$ cat src/rtl/blitter_ctrl.sv
// blitter_ctrl: DMA-style word copier that borrows the memory bus from the CPU
// via a hold/hold_ack handshake, copies in bursts of up to MAX_BURST words
// (one READ cycle plus one WRITE cycle per word), and gives the bus back to
// the CPU between bursts and once the copy is complete.
//
// Handshake: hold is a registered request. The block owns the bus only while
// hold_ack is high. It drops hold in YIELD/RELEASE and waits for hold_ack to
// fall before requesting again or signalling done.
module blitter_ctrl #(
    parameter int MAX_BURST = 16
) (
    input  logic        clk,
    input  logic        rst,
    input  logic        start,
    input  logic [11:0] src_addr,
    input  logic [11:0] dst_addr,
    input  logic [11:0] length,
    output logic        busy,
    output logic        done,
    output logic        hold,
    input  logic        hold_ack,
    output logic        bus_sel,
    output logic [11:0] mem_address,
    input  logic [15:0] mem_data_in,
    output logic [15:0] mem_data_out,
    output logic        memwt
);

    typedef enum logic [2:0] {
        IDLE    = 3'd0,
        REQ     = 3'd1,
        READ    = 3'd2,
        WRITE   = 3'd3,
        YIELD   = 3'd4,
        RELEASE = 3'd5
    } state_t;

    // Burst counter value seen in the last WRITE of a burst.
    localparam logic [11:0] BURST_LAST = 12'(MAX_BURST - 1);

    state_t      state_q, state_d;
    logic [11:0] src_q, src_d;
    logic [11:0] dst_q, dst_d;
    logic [11:0] count_q, count_d;
    logic [11:0] burst_q, burst_d;
    logic [15:0] buffer_q, buffer_d;
    logic        hold_q, hold_d;
    logic        busy_q, busy_d;
    logic        done_q, done_d;
    logic        bus_sel_q, bus_sel_d;
    logic        memwt_q, memwt_d;
    logic [11:0] mem_address_q, mem_address_d;

    // Next state, address/count bookkeeping and the done pulse.
    always_comb begin
        state_d  = state_q;
        src_d    = src_q;
        dst_d    = dst_q;
        count_d  = count_q;
        burst_d  = burst_q;
        buffer_d = buffer_q;
        done_d   = 1'b0;
        case (state_q)
            IDLE: begin
                if (start) begin
                    if (length != 12'd0) begin
                        src_d   = src_addr;
                        dst_d   = dst_addr;
                        count_d = length;
                        burst_d = 12'd0;
                        state_d = REQ;
                    end else begin
                        // Nothing to copy: complete immediately without the bus.
                        done_d = 1'b1;
                    end
                end
            end
            REQ: begin
                if (hold_ack) begin
                    state_d = READ;
                end
            end
            READ: begin
                buffer_d = mem_data_in;
                src_d    = src_q + 12'd1;
                state_d  = WRITE;
            end
            WRITE: begin
                dst_d   = dst_q + 12'd1;
                count_d = count_q - 12'd1;
                burst_d = burst_q + 12'd1;
                if (count_q == 12'd1) begin
                    state_d = RELEASE;
                end else if (burst_q == BURST_LAST) begin
                    burst_d = 12'd0;
                    state_d = YIELD;
                end else begin
                    state_d = READ;
                end
            end
            YIELD: begin
                // Let the CPU take the bus back before asking again.
                if (!hold_ack) begin
                    state_d = REQ;
                end
            end
            RELEASE: begin
                if (!hold_ack) begin
                    state_d = IDLE;
                    done_d  = 1'b1;
                end
            end
            default: begin
                state_d = IDLE;
            end
        endcase
    end

    // Registered outputs derived from the state being entered, so they line up with it.
    always_comb begin
        hold_d        = (state_d == REQ) || (state_d == READ) || (state_d == WRITE);
        busy_d        = (state_d != IDLE);
        bus_sel_d     = (state_d == READ) || (state_d == WRITE);
        memwt_d       = (state_d == WRITE);
        mem_address_d = 12'd0;
        if (state_d == READ) begin
            mem_address_d = src_d;
        end else if (state_d == WRITE) begin
            mem_address_d = dst_d;
        end
    end

    // State and output registers with synchronous reset.
    always_ff @(posedge clk) begin
        if (rst) begin
            state_q       <= IDLE;
            src_q         <= 12'd0;
            dst_q         <= 12'd0;
            count_q       <= 12'd0;
            burst_q       <= 12'd0;
            buffer_q      <= 16'd0;
            hold_q        <= 1'b0;
            busy_q        <= 1'b0;
            done_q        <= 1'b0;
            bus_sel_q     <= 1'b0;
            memwt_q       <= 1'b0;
            mem_address_q <= 12'd0;
        end else begin
            state_q       <= state_d;
            src_q         <= src_d;
            dst_q         <= dst_d;
            count_q       <= count_d;
            burst_q       <= burst_d;
            buffer_q      <= buffer_d;
            hold_q        <= hold_d;
            busy_q        <= busy_d;
            done_q        <= done_d;
            bus_sel_q     <= bus_sel_d;
            memwt_q       <= memwt_d;
            mem_address_q <= mem_address_d;
        end
    end

    assign hold         = hold_q;
    assign busy         = busy_q;
    assign done         = done_q;
    assign bus_sel      = bus_sel_q;
    assign memwt        = memwt_q;
    assign mem_address  = mem_address_q;
    assign mem_data_out = buffer_q;

endmodule

$ cat config.mk
export PLATFORM = sky130hd
export DESIGN_NAME = blitter_ctrl
export DESIGN_NICKNAME = d
export VERILOG_FILES = /design/src/rtl/blitter_ctrl.sv
export SDC_FILE = /design/constraint.sdc
export NUM_CORES = 1
export LEC_CHECK = 0
export CAP_MARGIN = 20
export CORE_MARGIN = 2
export CORE_UTILIZATION = 54
export DETAILED_ROUTE_END_ITERATION = 7
export GPL_TIMING_DRIVEN = 0
export PLACE_DENSITY_LB_ADDON = 0.3
export SLEW_MARGIN = 20
export SYNTH_ARGS = -nofsm -noshare
export SYNTH_HDL_FRONTEND = slang
export SYNTH_SLANG_ARGS = --single-unit
$ cat constraint.sdc
create_clock -name clk -period 5.5 [get_ports clk]
set_input_delay 1.1 -clock clk [delete_from_list [all_inputs] [get_ports clk]]
set_output_delay 1.1 -clock clk [all_outputs]
set_load 0.02 [all_outputs]
==> results of run 1 <==
placed cells by master, fill, tap and decap left out, types with 6 or more instances in the layout:
cell,instances
a211oi_1,7
a21oi_1,39
a22oi_1,6
a31oi_1,9
and3_1,11
buf_2,10
clkbuf_1,19
clkbuf_8,9
clkdlybuf4s50_1,87
dfxtp_1,84
inv_1,7
nand2_1,63
nand3_1,17
nand4_1,8
nor2_1,59
nor2b_1,6
nor3_1,15
nor4_1,10
o21ai_0,18
o22ai_1,8
xnor2_1,7
xor2_1,9
per-layer routing:
layer / part of all wire / wire, um / vias up
met5: 0 / 0 / -
met4: 0.028 / 326 / 0
met3: 0.085 / 1000 / 36
met2: 0.48 / 5710 / 222
met1: 0.40 / 4750 / 1978
li1: - / - / 1985
cells by family after synthesis:
| kind of cell | share of synthesized area |
|---|---|
| AOI/OAI and AO/OA | 0.213 |
| xor gates and xnor gates | 0.0350 |
| adders and majority gates | 0.0156 |
| buffers and inverters | 0.0425 |
| DFF | 0.420 |
| and+or+nand+nor | 0.274 |
Yosys cell counts (3+ instances only):
cell,n,share of area
a211oi_1,7,0.013
a21oi_1,39,0.049
a221oi_1,5,0.011
a22o_1,4,0.0088
a22oi_1,6,0.011
a31oi_1,9,0.014
and2_1,4,0.0063
and3_1,11,0.017
buf_2,10,0.013
clkbuf_1,17,0.016
dfxtp_1,84,0.42
ha_1,5,0.016
inv_1,7,0.0066
nand2_1,63,0.059
nand2b_1,3,0.0047
nand3_1,17,0.021
nand4_1,8,0.013
nor2_1,59,0.055
nor2b_1,6,0.0094
nor3_1,15,0.019
nor4_1,10,0.016
o21ai_0,18,0.023
o21ai_1,3,0.0038
o22a_1,3,0.0066
o22ai_1,8,0.013
o2bb2ai_1,5,0.011
or2_2,3,0.0047
or3_1,4,0.0063
or4_1,5,0.0094
xnor2_1,7,0.015
xor2_1,9,0.020
state kept, by name, summed over array words and instances (netlist names):
| register | flops |
|---|---|
| bus_sel | 1 |
| state_q | 3 |
| done | 1 |
| memwt | 1 |
| src_q | 12 |
| burst_q | 12 |
| count_q | 12 |
| mem_data_out | 16 |
| mem_address | 12 |
| dst_q | 12 |
| hold | 1 |
| busy | 1 |
power by group through the flow:
stage	Clock [mW]	Sequential, mW	Combinational (mW)
floorplan	0	0.697	0.156
global placement	0	0.687	0.275
detailed placement	0	0.690	0.282
CTS	0.433	0.676	0.285
global route	0.459	0.682	0.313
finish	0.426	0.677	0.289
stage by stage:
stage                     hold slack, ns   util  instance area (sq um)  total power [mW]
after floorplan                    0.451      -                   4000             0.852
after global placement             0.440  0.693                   5000             0.963
after detailed placement           0.447  0.693                   5000             0.972
final                              0.454  0.718                   5180              1.39
after CTS                          0.457  0.718                   5180              1.39
after global routing               0.476  0.718                   5180              1.45
worst max-delay path, delay by kind of cell:
kind	cells	cell delay [ns]
buf+inv	1	0.46
compound gates	5	1.52
simple gates	1	0.59
worst paths after layout:
check,start,end,cells past startpoint
worst max-delay path,length[3],mem_address[3]$_SDFF_PP0_,7
worst min-delay path,mem_data_out[1]$_SDFFE_PP0P_,mem_data_out[1]$_SDFFE_PP0P_,2
worst max register to register,state_q[0]$_SDFF_PP0_,mem_address[6]$_SDFF_PP0_,8
worst min register to register,mem_data_out[1]$_SDFFE_PP0P_,mem_data_out[1]$_SDFFE_PP0P_,2
cell type report:
cell class,count,area (sq um)
fillers,588,2030
plain buffers,31,144
inverters,7,26.3
repair buffers,87,871
clock buffers,11,131
flip-flops and latches,84,1680
multi-input cells,371,2150
well taps,99,124
clock inverters,5,52.6
==> out/metrics.csv, run 1 <==
stage,metric,value,unit
status,outcome,"finished, final reports clean",
critical_path,most frequent CP cell,o21ai_0,
yosys,"Distinct cells, synth",61,
power,Combinational Power Share,0.207,
power,design internal power,0.980,mW
die,num ports,89,
power,Switching Share,0.295,
flow_run,# Max-Cap Violations,0,
global_route,grt met3 use,0.0620,
timing,Tmin final,3.39,ns
routing,drt drc,0,
critical_path,WP data arrival,3.67,ns
global_route,pin count of the biggest net entering global routing,14,
final_layout,Area growth syn-to-layout,29.5,%
power,Peak VDD IR,0.000199,V
routing,Avg WL per Cell,17.0,um
min_path,class of the worst hold path,flop to flop,
yosys,Syn. warnings,0,
placement,Buffers on Ports,87,
final_layout,diodes inserted,0,
clock_network,CTS sink cnt,84,
clock_network,TritonCTS buffer count,9,
timing,# setup viols final,0,
power,P_leak,1.88,nW
critical_path,r2r setup slk,2.91,ns
critical_path,startpoint class of the critical path,input port,
die,Die Footprint,0.00811,sq mm
final_layout,Nets,652,
clock_network,postcts setup bufs,0,
critical_path,kind of critical path,input port to flop,
global_route,gr ovfl total,0,
critical_path,crit-path max FO,5,
placement,Final GP Congestion,0.969,
placement,setup slack at placement,1.83,ns
power,share of power burned in registers,0.486,
critical_path,Required @ worst endpoint,5.78,ns
power,Clock power frac,0.306,
timing,post-route setup slack,2.11,ns
clock_network,PostCTS Resize Cnt,0,
clock_network,H-tree Lvls,3,
clock_network,clock-pin slew on the worst setup and hold paths,0.08,ns
die,core area,0.00721,sq mm
timing,max-slew violation count,0,
final_layout,share of cells above drive strength 1,0.0638,
routing,Vias,4221,
yosys,Synth Register Bits,84,
yosys,mapped cell area,0.00400,sq mm
timing,Sum Neg Setup Slack,0,ns
yosys,"Seq/Total Area, Yosys",0.420,
timing,relative slew slack,0.555,
global_route,GR Util met1,0.383,
power,Pwr Density,269,mW/mm^2
die,row count,31,
timing,fin crit share,0.617,
routing,initial DRC count,383,
timing,clock skew,0.00862,ns
critical_path,Critical Path Max Stage Delay,0.64,ns
timing,slew of the pin with the lowest slew margin,0.661,ns
global_route,vias in the first global route,4055,
clock_network,Root Driver,clkbuf_8,
yosys,Syn Inst Count,493,
timing,final hold vios,0,
power,net switching power,0.411,mW
global_route,met2 Usage GRT,0.481,
global_route,first-pass GRT wire length,19600,um
yosys,asr flop ratio synth,0,
yosys,Synth Net Count,554,
yosys,"EDFF count, synth",0,
die,Initial Utilization,0.555,
clock_network,CTS tree,yes,
routing,Vias/cell,6.07,
yosys,Synth Flop Type,dfxtp_1,
critical_path,"Max stage delay cell, worst path",o21ai_0,
yosys,Post-Syn Area per Cell,8.12,sq um
placement,Cells after DPL,679,
die,Die H,90.1,um
clock_network,worst skew pair latency,0.36,ns
critical_path,CP Capture Type,flop,
final_layout,Finished Layout Cells,695,
routing,antenna-violating nets left,0,
global_route,initial antenna violation count,0,
die,Die Wd,90.1,um
global_route,gr busiest metal,met2,
critical_path,"critical path, cell by cell","clkdlybuf4s50_1, nor4_1, a31oi_1, o21ai_0, a21oi_1, o21ai_0, o2bb2ai_1",
clock_network,CTS max path bufs,2,
clock_network,CTS Hold Buffers Added,0,
routing,final WL,11800,um
timing,f_max,0.295,GHz
global_route,Tot GR Track Use,0.297,
routing,drt pass-1 iters,6,
placement,Post-DP HPWL,8750,um
timing,RSZ-0062 raised after global routing,false,
Note: power is estimated with default switching activity, not from simulation.
==> run 2, diff against run 1 <==
--- a/config.mk
+++ b/config.mk
@@ -7,7 +7,7 @@
 export LEC_CHECK = 0
 export CAP_MARGIN = 20
 export CORE_MARGIN = 2
-export CORE_UTILIZATION = 54
+export CORE_UTILIZATION = 46
 export DETAILED_ROUTE_END_ITERATION = 7
 export GPL_TIMING_DRIVEN = 0
 export PLACE_DENSITY_LB_ADDON = 0.3
==> constraint.sdc (replaced) <==
create_clock -name clk -period 3 [get_ports clk]
set_input_delay 0.6 -clock clk [delete_from_list [all_inputs] [get_ports clk]]
set_output_delay 0.6 -clock clk [all_outputs]
set_load 0.02 [all_outputs]
==> out/metrics.csv, run 2 (synthesis results as in run 1) <==
stage,metric,value,unit
clock_network,clock-pin slew on the worst setup and hold paths,0.08,ns
power,Pwr Density,501,mW/mm^2
min_path,class of the worst hold path,flop to flop,
global_route,gr ovfl total,0,
routing,initial DRC count,298,
final_layout,Multi-input gate area,0.00215,sq mm
routing,Vias,4212,
die,Die Wd,97.3,um
clock_network,H-tree Lvls,3,
final_layout,"commonest cells after routing, fill and taps aside","87 x clkdlybuf4s50_1, 84 x dfxtp_1, 63 x nand2_1, 59 x nor2_1, 39 x a21oi_1",
timing,f_max,0.336,GHz
final_layout,fin util,0.606,
critical_path,CP Capture Type,flop,
routing,final WL,12300,um
timing,max-slew violation count,0,
critical_path,crit-path max FO,10,
routing,antenna-violating nets left,0,
die,Die H,97.3,um
power,Final Power,2.61,mW
clock_network,CTS tree,yes,
clock_network,TritonCTS buffer count,9,
status,outcome,"finished, final reports clean",
final_layout,Finished Layout Cells,704,
clock_network,CTS sink cnt,84,
critical_path,kind of critical path,input port to flop,
die,core area,0.00859,sq mm
power,Peak VDD IR,0.000267,V
timing,final hold vios,0,
final_layout,max reg flops,16,
global_route,first-pass GRT wire length,19900,um
routing,drt pass-1 iters,5,
global_route,vias in the first global route,4101,
critical_path,startpoint class of the critical path,input port,
die,Initial Utilization,0.466,
timing,RSZ-0062 raised after global routing,false,
final_layout,Nets,652,
placement,cell area after placement,0.00501,sq mm
critical_path,Required @ worst endpoint,3.21,ns
flow_run,# Max-Cap Violations,0,
clock_network,worst skew pair latency,0.35,ns
global_route,initial antenna violation count,0,
placement,Cells after DPL,688,
min_path,hold path cells,2,
clock_network,CTS max path bufs,2,
final_layout,share of cells above drive strength 1,0.0654,
routing,drt drc,0,
placement,Post-DP HPWL,9050,um
final_layout,Seq. cell area,0.00168,sq mm
power,P_leak,1.89,nW
timing,Tmin final,2.97,ns
global_route,Tot GR Track Use,0.259,
final_layout,diodes inserted,0,
timing,relative slew slack,0.542,
routing,Vias/cell,5.98,
routing,Avg WL per Cell,17.4,um
timing,Hold WS,0.460,ns
timing,slew of the pin with the lowest slew margin,0.687,ns
critical_path,Reg2Reg Depth,8,
final_layout,Area growth syn-to-layout,30.2,%
placement,Buffers on Ports,87,
clock_network,Root Driver,clkbuf_8,
die,num ports,89,
final_layout,fill count,790,
timing,fin crit share,0.991,
final_layout,Finished Cell Area,0.00521,sq mm
die,Die Footprint,0.00946,sq mm
die,row count,34,
timing,# setup viols final,0,
placement,Final GP Congestion,0.931,
final_layout,"commonest non-fill, non-tap cell in the layout",clkdlybuf4s50_1,
global_route,pin count of the biggest net entering global routing,14,
timing,clock skew,0.0107,ns
critical_path,WP data arrival,3.18,ns
## run 2: worst paths after layout
path,end,slack (ns),startpoint
worst min-delay path,mem_data_out[1]$_SDFFE_PP0P_,0.46,mem_data_out[1]$_SDFFE_PP0P_
worst max register to register,mem_address[6]$_SDFF_PP0_,0.43,state_q[0]$_SDFF_PP0_
worst min register to register,mem_data_out[1]$_SDFFE_PP0P_,0.46,mem_data_out[1]$_SDFFE_PP0P_
worst max-delay path,mem_address[6]$_SDFF_PP0_,0.03,length[3]
## run 2: routing by layer
metal  GRT usage  vias to the layer above  routed length (um)
met3      0.0540                       35                 975
met5           0                        -                   0
met2       0.427                      210                5820
met1       0.326                     1984                5080
li1            -                     1983                   -
met4       0.118                        0                 392
## run 2: per-stage QoR
step | setup slack (ns) | setup TNS [ns]
global route | 0.0395 | 0
detailed placement | -0.231 | -2.20
CTS | 0.125 | 0
floorplan | 0.683 | 0
global placement | -0.204 | -1.20
finish | 0.0273 | 0
## run 2: timing repair
action                                 in CTS  in global routing
hold buffers                                0                  0
buffers inserted                            0                  0
resized for setup                           0                  1
setup endpoints to repair                   0                  2
endpoints found under the hold margin       0                  0
## run 2: worst max-delay path, cell delays in order
cell             delay [ns]
clkdlybuf4s50_1        0.48
or4_4                  0.59
o311ai_4               0.41
nor2_2                 0.18
buf_6                  0.19
a221oi_1               0.55
o22ai_1                0.18
## run 2: layout make-up
class | instances | area share
Tap cell | 108 | 0.0259
Multi-Input combinational cell | 371 | 0.413
Clock buffer | 12 | 0.0298
Timing Repair Buffer | 87 | 0.167
Inverter | 7 | 0.00504
Sequential cell | 84 | 0.323
Buffer | 31 | 0.0276
Clock inverter | 4 | 0.00913
## run 2: where the power goes
group	internal (mW)	leakage [nW]	switching [mW]	total (mW)
Combinational	0.234	1.10	0.307	0.540
Clock	0.428	0.102	0.403	0.831
Sequential	1.18	0.685	0.0572	1.24
==> run 3, diff against run 2 <==
--- a/config.mk
+++ b/config.mk
@@ -11,6 +11,7 @@
 export DETAILED_ROUTE_END_ITERATION = 7
 export GPL_TIMING_DRIVEN = 0
 export PLACE_DENSITY_LB_ADDON = 0.3
+export SKIP_CTS_REPAIR_TIMING = 1
 export SLEW_MARGIN = 20
 export SYNTH_ARGS = -nofsm -noshare
 export SYNTH_HDL_FRONTEND = slang
==> results of run 3 <==
The final DEF is identical to that of run 2; final timing and power are the same.
